## config.mk

```make
export PLATFORM = sky130hd
export DESIGN_NAME = br_update_queue
export DESIGN_NICKNAME = d
export VERILOG_FILES = /design/src/rtl/br_update_queue_pkg.sv /design/src/rtl/br_update_queue_chk.sv /design/src/rtl/br_update_queue_pht_counter_update.sv /design/src/rtl/br_update_queue.sv
export SDC_FILE = /design/constraint.sdc
export NUM_CORES = 1
export LEC_CHECK = 0
export CAP_MARGIN = 20
export CORE_MARGIN = 2
export CORE_UTILIZATION = 25
export CTS_CLUSTER_SIZE = 10
export DETAILED_ROUTE_END_ITERATION = 16
export GPL_ROUTABILITY_DRIVEN = 0
export PLACE_DENSITY_LB_ADDON = 0.12
export SYNTH_ARGS = -nofsm -noshare
export SYNTH_HDL_FRONTEND = slang
export SYNTH_HIERARCHICAL = 1
export SYNTH_SLANG_ARGS = --single-unit
```

## constraint.sdc

```tcl
create_clock -name clk -period 8.15 [get_ports clk]
set_clock_uncertainty 0.1 [all_clocks]
set_input_delay 2.445 -clock clk [delete_from_list [all_inputs] [get_ports clk]]
set_output_delay 2.445 -clock clk [all_outputs]
set_load 0.05 [all_outputs]
```

## src/rtl/br_update_queue_pkg.sv

```systemverilog
// Shared definitions for the branch-update queue: dequeue classification of the
// two head entries and the pop count that goes with each class.
package br_update_queue_pkg;

  typedef enum logic [1:0] {
    DEQ_NONE  = 2'd0,
    DEQ_ONE   = 2'd1,
    DEQ_MERGE = 2'd2,
    DEQ_PAIR  = 2'd3
  } deq_kind_e;

  // Bank of an entry is its index LSB; same_bank is the equality of those bits.
  function automatic deq_kind_e deq_classify(input logic h_valid, input logic n_valid,
                                             input logic same_index, input logic same_bank);
    deq_kind_e kind;
    if (!h_valid)        kind = DEQ_NONE;
    else if (!n_valid)   kind = DEQ_ONE;
    else if (same_index) kind = DEQ_MERGE;
    else if (same_bank)  kind = DEQ_ONE;
    else                 kind = DEQ_PAIR;
    return kind;
  endfunction

  function automatic logic [1:0] deq_pops(input deq_kind_e kind);
    logic [1:0] pops;
    case (kind)
      DEQ_ONE:   pops = 2'd1;
      DEQ_MERGE: pops = 2'd2;
      DEQ_PAIR:  pops = 2'd2;
      default:   pops = 2'd0;
    endcase
    return pops;
  endfunction

endpackage

```

## src/rtl/br_update_queue_chk.sv

```systemverilog
// Protocol checker: results must not be offered while the queue is not ready.
module br_update_queue_chk #(
  parameter int IN_WIDTH = 2
) (
  input logic                clk,
  input logic                rst,
  input logic [IN_WIDTH-1:0] in_valid,
  input logic                in_ready
);

  a_no_push_when_not_ready: assert property (@(posedge clk) disable iff (rst)
    !((|in_valid) && !in_ready));

endmodule

```

## src/rtl/br_update_queue_pht_counter_update.sv

```systemverilog
// Saturating update of one counter entry: only counter[hist] moves, up on taken,
// down on not-taken, clamped to [0, CTR_MAX].
module pht_counter_update #(
  parameter int HIST_BITS = 2,
  parameter int CTR_BITS  = 2,
  localparam int CW       = (1 << HIST_BITS) * CTR_BITS
) (
  input  logic [CW-1:0]        ctrs_in,
  input  logic [HIST_BITS-1:0] hist,
  input  logic                 taken,
  output logic [CW-1:0]        ctrs_out
);

  localparam logic [CTR_BITS-1:0] CTR_MAX  = {CTR_BITS{1'b1}};
  localparam logic [CTR_BITS-1:0] CTR_ZERO = {CTR_BITS{1'b0}};
  localparam logic [CTR_BITS-1:0] CTR_ONE  = {{(CTR_BITS-1){1'b0}}, 1'b1};

  logic [CTR_BITS-1:0] ctr_s;
  logic [CTR_BITS-1:0] ctr_next_s;

  // select the addressed counter and saturate it
  always_comb begin
    ctr_s      = ctrs_in[hist*CTR_BITS +: CTR_BITS];
    ctr_next_s = taken ? ((ctr_s == CTR_MAX)  ? ctr_s : ctr_s + CTR_ONE)
                       : ((ctr_s == CTR_ZERO) ? ctr_s : ctr_s - CTR_ONE);
    ctrs_out   = ctrs_in;
    ctrs_out[hist*CTR_BITS +: CTR_BITS] = ctr_next_s;
  end

endmodule

```

## src/rtl/br_update_queue.sv

```systemverilog
// In-order queue of resolved branches feeding the PAs predictor write ports;
// keeps the two counter writes in different banks and merges same-index pairs.
module br_update_queue
  import br_update_queue_pkg::*;
#(
  parameter int ENTRY_NUM  = 8,
  parameter int IN_WIDTH   = 2,
  parameter int INDEX_BITS = 8,
  parameter int HIST_BITS  = 2,
  parameter int CTR_BITS   = 2,
  localparam int CW        = (1 << HIST_BITS) * CTR_BITS,
  localparam int PTR_BITS  = $clog2(ENTRY_NUM),
  localparam int CNT_BITS  = PTR_BITS + 1
) (
  input  logic                  clk,
  input  logic                  rst,
  input  logic [IN_WIDTH-1:0]   in_valid,
  input  logic [INDEX_BITS-1:0] in_index [IN_WIDTH],
  input  logic [HIST_BITS-1:0]  in_hist  [IN_WIDTH],
  input  logic [CW-1:0]         in_ctrs  [IN_WIDTH],
  input  logic [IN_WIDTH-1:0]   in_taken,
  input  logic [IN_WIDTH-1:0]   in_mispred,
  input  logic [IN_WIDTH-1:0]   in_cond,
  output logic                  in_ready,
  output logic [1:0]            pht_we,
  output logic [INDEX_BITS-1:0] pht_wa [2],
  output logic [CW-1:0]         pht_wv [2],
  output logic                  hist_we,
  output logic [INDEX_BITS-1:0] hist_wa,
  output logic [HIST_BITS-1:0]  hist_wv,
  output logic [CNT_BITS-1:0]   count
);

  typedef struct packed {
    logic [INDEX_BITS-1:0] index;
    logic [HIST_BITS-1:0]  hist;
    logic [CW-1:0]         ctrs;
    logic                  taken;
    logic                  mispred;
    logic                  cond;
  } entry_t;

  localparam logic [CNT_BITS-1:0] CNT_ZERO  = {CNT_BITS{1'b0}};
  localparam logic [CNT_BITS-1:0] CNT_ONE   = CNT_BITS'(1);
  localparam logic [CNT_BITS-1:0] CNT_TWO   = CNT_BITS'(2);
  localparam logic [CNT_BITS-1:0] ENTRY_CNT = CNT_BITS'(ENTRY_NUM);
  localparam logic [CNT_BITS-1:0] IN_CNT    = CNT_BITS'(IN_WIDTH);
  localparam logic [PTR_BITS-1:0] PTR_ONE   = PTR_BITS'(1);

  entry_t              mem_q [ENTRY_NUM];
  entry_t              mem_d [ENTRY_NUM];
  logic [PTR_BITS-1:0] head_q, head_d, tail_q, tail_d;
  logic [CNT_BITS-1:0] count_q, count_d;
  logic [CNT_BITS-1:0] push_cnt_s, pop_cnt_s;
  entry_t              head_s, next_s;
  deq_kind_e           kind_s;
  logic [CW-1:0]       head_upd_s, next_upd_s, merge_upd_s;
  logic                head_rec_s, next_rec_s;

  assign in_ready = (ENTRY_CNT - count_q) >= IN_CNT;
  assign count    = count_q;
  assign head_s   = mem_q[head_q];
  assign next_s   = mem_q[head_q + PTR_ONE];
  assign kind_s   = deq_classify(count_q != CNT_ZERO, count_q >= CNT_TWO,
                                 head_s.index == next_s.index,
                                 head_s.index[0] == next_s.index[0]);
  assign pop_cnt_s = CNT_BITS'(deq_pops(kind_s));

  pht_counter_update #(.HIST_BITS(HIST_BITS), .CTR_BITS(CTR_BITS)) u_head_upd (
    .ctrs_in(head_s.ctrs), .hist(head_s.hist), .taken(head_s.taken), .ctrs_out(head_upd_s)
  );
  pht_counter_update #(.HIST_BITS(HIST_BITS), .CTR_BITS(CTR_BITS)) u_next_upd (
    .ctrs_in(next_s.ctrs), .hist(next_s.hist), .taken(next_s.taken), .ctrs_out(next_upd_s)
  );
  // merge applies the younger update on top of the older one's result
  pht_counter_update #(.HIST_BITS(HIST_BITS), .CTR_BITS(CTR_BITS)) u_merge_upd (
    .ctrs_in(head_upd_s), .hist(next_s.hist), .taken(next_s.taken), .ctrs_out(merge_upd_s)
  );

  // compacting push of valid ports at tail, pointer and occupancy update
  always_comb begin
    mem_d      = mem_q;
    push_cnt_s = CNT_ZERO;
    for (int p = 0; p < IN_WIDTH; p++) begin
      if (in_ready && in_valid[p]) begin
        mem_d[tail_q + push_cnt_s[PTR_BITS-1:0]] = '{index: in_index[p], hist: in_hist[p],
                                                     ctrs: in_ctrs[p], taken: in_taken[p],
                                                     mispred: in_mispred[p], cond: in_cond[p]};
        push_cnt_s = push_cnt_s + CNT_ONE;
      end else begin
        push_cnt_s = push_cnt_s;
      end
    end
    tail_d  = tail_q + push_cnt_s[PTR_BITS-1:0];
    head_d  = head_q + pop_cnt_s[PTR_BITS-1:0];
    count_d = count_q + push_cnt_s - pop_cnt_s;
  end

  // counter-write and history-recovery ports, zero whenever not enabled
  always_comb begin
    pht_we    = 2'b00;
    pht_wa[0] = '0;
    pht_wa[1] = '0;
    pht_wv[0] = '0;
    pht_wv[1] = '0;
    case (kind_s)
      DEQ_ONE: begin
        pht_we[0] = 1'b1;
        pht_wa[0] = head_s.index;
        pht_wv[0] = head_upd_s;
      end
      DEQ_MERGE: begin
        pht_we[0] = 1'b1;
        pht_wa[0] = head_s.index;
        pht_wv[0] = merge_upd_s;
      end
      DEQ_PAIR: begin
        pht_we    = 2'b11;
        pht_wa[0] = head_s.index;
        pht_wv[0] = head_upd_s;
        pht_wa[1] = next_s.index;
        pht_wv[1] = next_upd_s;
      end
      default: pht_we = 2'b00;
    endcase
    head_rec_s = (kind_s != DEQ_NONE) && head_s.mispred && head_s.cond;
    next_rec_s = ((kind_s == DEQ_MERGE) || (kind_s == DEQ_PAIR)) && next_s.mispred && next_s.cond;
    if (next_rec_s) begin
      hist_we = 1'b1;
      hist_wa = next_s.index;
      hist_wv = {next_s.hist[HIST_BITS-2:0], next_s.taken};
    end else if (head_rec_s) begin
      hist_we = 1'b1;
      hist_wa = head_s.index;
      hist_wv = {head_s.hist[HIST_BITS-2:0], head_s.taken};
    end else begin
      hist_we = 1'b0;
      hist_wa = '0;
      hist_wv = '0;
    end
  end

  // control registers
  always_ff @(posedge clk) begin
    if (rst) begin
      head_q  <= '0;
      tail_q  <= '0;
      count_q <= '0;
    end else begin
      head_q  <= head_d;
      tail_q  <= tail_d;
      count_q <= count_d;
    end
  end

  // entry storage; contents past count are don't-care so it needs no reset
  always_ff @(posedge clk) begin
    mem_q <= mem_d;
  end

  br_update_queue_chk #(.IN_WIDTH(IN_WIDTH)) u_chk (
    .clk(clk), .rst(rst), .in_valid(in_valid), .in_ready(in_ready)
  );

endmodule

```

==> metrics.txt <==
hold crit path type=reg2reg; TritonCTS clock tree=built; library cell used as clock root buffer=sky130_fd_sc_hd__clkbuf_16; placed wire-length estimate after detailed placement=28.2 mm; fraction of layout instances using a drive strength above 1=15.1%; fraction of the core area covered by cells at the end of the flow=29.4%; number of buffers inserted by post-CTS setup repair=0; routed wirelength normalized by instance count=22.3 um; Worst setup SP type=register; die extent in y=224 um; TritonCTS Buffers=17; min cycle time layout=7770 ps; r2r worst-path depth=14; most used cells in the layout excluding fill and tap cells=sky130_fd_sc_hd__nor2_1 (203), sky130_fd_sc_hd__mux2i_1 (203), sky130_fd_sc_hd__dfxtp_1 (175); RR Startpoint=head_q[0]; via density per instance=5.04; result of the run=finished, final reports clean; endpoint of the most critical setup path=pht_wv[10]; average size of a mapped cell=9.53 um^2; antenna violations before repair=2; DIE AREA=50100 um^2; top cell type's share of synthesized area=29.5%; Die X=224 um; count of distinct cell types in the synthesized netlist=57; worst reg2reg path endpoint=count[2]; top area cells in the synthesized netlist=sky130_fd_sc_hd__dfxtp_1 (29%), sky130_fd_sc_hd__mux2i_1 (17%), sky130_fd_sc_hd__mux4_2 (15%); part of the cycle the worst path needs=95.3%; most common flop cell mapped by yosys=sky130_fd_sc_hd__dfxtp_1; Critical Path Sink Type=output pin; number of instances in the synthesized netlist=1268; clock transition at the registers of the reported paths=70 ps; latest clock arrival within the worst-skew pair=460 ps; max frequency=129 MHz; Reg2Reg Setup Slack=2910 ps; # DRC=0; number of violations reported at the end of detailed-routing iteration 0=689; Routed WL=42.3 mm; Post-Syn Area=12100 um^2; number of buffers between clock root and the deepest sink=2; # H-tree levels=4; count of hold buffers inserted by post-cts repair=0; number of enable flip-flop cells after synthesis=0; Final nets=1346; Core ar.=47700 um^2; count of endpoints failing setup in the final report=0; reported max-cap violation count=0; actual transition at the worst max-transition pin=1050 ps; TritonRoute pass-1 iters=5; proportion of synthesized chip area in sequential cells=29.5%; data required time at the worst endpoint=5610 ps; final setup TNS=0 ps; number of resized instances in the post-cts repair step=0; type of the worst setup path=reg2out; total number of yosys warnings=6; remaining antenna violation count after routing=0; global-route wire length before repair=62.2 mm; gr ovfl total=0; largest net degree at the start of global routing=48; cell type with the largest total area after synthesis=sky130_fd_sc_hd__dfxtp_1; total clock sinks=178; total count of max-transition violations in the final report=0; setup repair after global routing missed its margin=no; number of buffers inserted by port buffering=95; flops & latches, synth=178; Synthesized Nets=1346; ys async rst share=0%; layout-stage area growth over the synthesis result=16.4%; origin of the worst setup path=head_q[0]; Boundary Pins=96; count of vias placed by the detailed router=9560; Arr. time, crit path=5220 ps; row count=80; number of hold-slack violations in the final timing report=0; total global-route track usage=17.0%; Min-Delay Path Depth=2; worst-case headroom to the max-slew limit=29.7%; effective utilization at floorplan=25.3%; Max Fanout on Critical Path=47; via count of the first global-routing pass=8998
-- synth_stat cells (all sizes together) (3+ instances only) --
master / count
dfxtp: 178
mux4: 81
mux2: 30
o2bb2ai: 3
xor2: 17
fa: 4
nand2: 14
buf: 44
a21oi: 173
o21ai: 4
maj3: 10
a22o: 11
nor2b: 17
a41o: 7
clkbuf: 91
and3: 11
inv: 44
o22ai: 12
nand3: 15
xnor2: 12
nor2: 203
and2: 5
nand2b: 10
mux2i: 205
ha: 28
or3: 3
-- worst min-delay path by stage --
stage                            end  slack, ps        from
after detailed placement   mem_q[84]        450   mem_q[84]
after floorplan           mem_q[127]        420  mem_q[127]
after CTS                  mem_q[84]        460   mem_q[84]
after global routing       mem_q[84]        480   mem_q[84]
final                      mem_q[64]        460   mem_q[64]
after global placement     mem_q[63]        440   mem_q[63]
-- critical path, stage by stage, from the launching register on --
cell and delay, ps:
sky130_fd_sc_hd__dfxtp_4 560, sky130_fd_sc_hd__buf_12 310, sky130_fd_sc_hd__mux4_2 550, sky130_fd_sc_hd__mux2_2 410, sky130_fd_sc_hd__inv_1 150, sky130_fd_sc_hd__ha_1 270
sky130_fd_sc_hd__nor2b_1 180, sky130_fd_sc_hd__nand3_1 90, sky130_fd_sc_hd__o22ai_1 130, sky130_fd_sc_hd__mux4_2 540, sky130_fd_sc_hd__maj3_1 380, sky130_fd_sc_hd__o22ai_1 140
sky130_fd_sc_hd__a22o_1 170, sky130_fd_sc_hd__clkdlybuf4s50_1 800
-- layer usage --
metal  GRT usage (%)  vias to the layer above  wire (um)
met5               0                        -         17
met4            4.90                        2        682
met3            2.44                       38       1740
met2            26.5                      235      19000
met1            24.2                     4723      20900
li1                -                     4562          -
-- logic make-up after synthesis --
family / synth area share, %
DFF: 29.5
and+or+nand+nor: 10.7
buffers and inverters: 6.59
AOI/OAI and AO/OA: 11.5
adders and majority gates: 4.44
muxes: 35.0
xor gates and xnor gates: 2.26
-- metrics by stage --
stage                     instance area (um^2)  worst slack [ps]  hold WS (ps)  cells
after floorplan                          12100               869           417   1268
after global placement                   13400               754           441   1861
after detailed placement                 13400               748           449   1861
after CTS                                14000               206           460   1893
after global routing                     14100              94.4           477   1897
final                                    14100               380           457   1897
-- cell type report --
class | instances | area [um^2]
clock inverter | 13 | 168
clock buffer | 19 | 464
tap | 615 | 769
fill | 4950 | 33700
timing repair buffer | 116 | 1150
inverter | 44 | 165
sequential | 178 | 3570
antenna | 1 | 2.50
multi-input combinational | 911 | 7770
-- sequential cells by signal, summed over array words and instances, names as in the netlist --
| register | count |
|---|---|
| tail_q | 3 |
| mem_q | 168 |
| head_q | 3 |
| count | 4 |
Power is not shown: default switching activity piles up to over one toggle a cycle in this logic, so the estimate is an artifact.
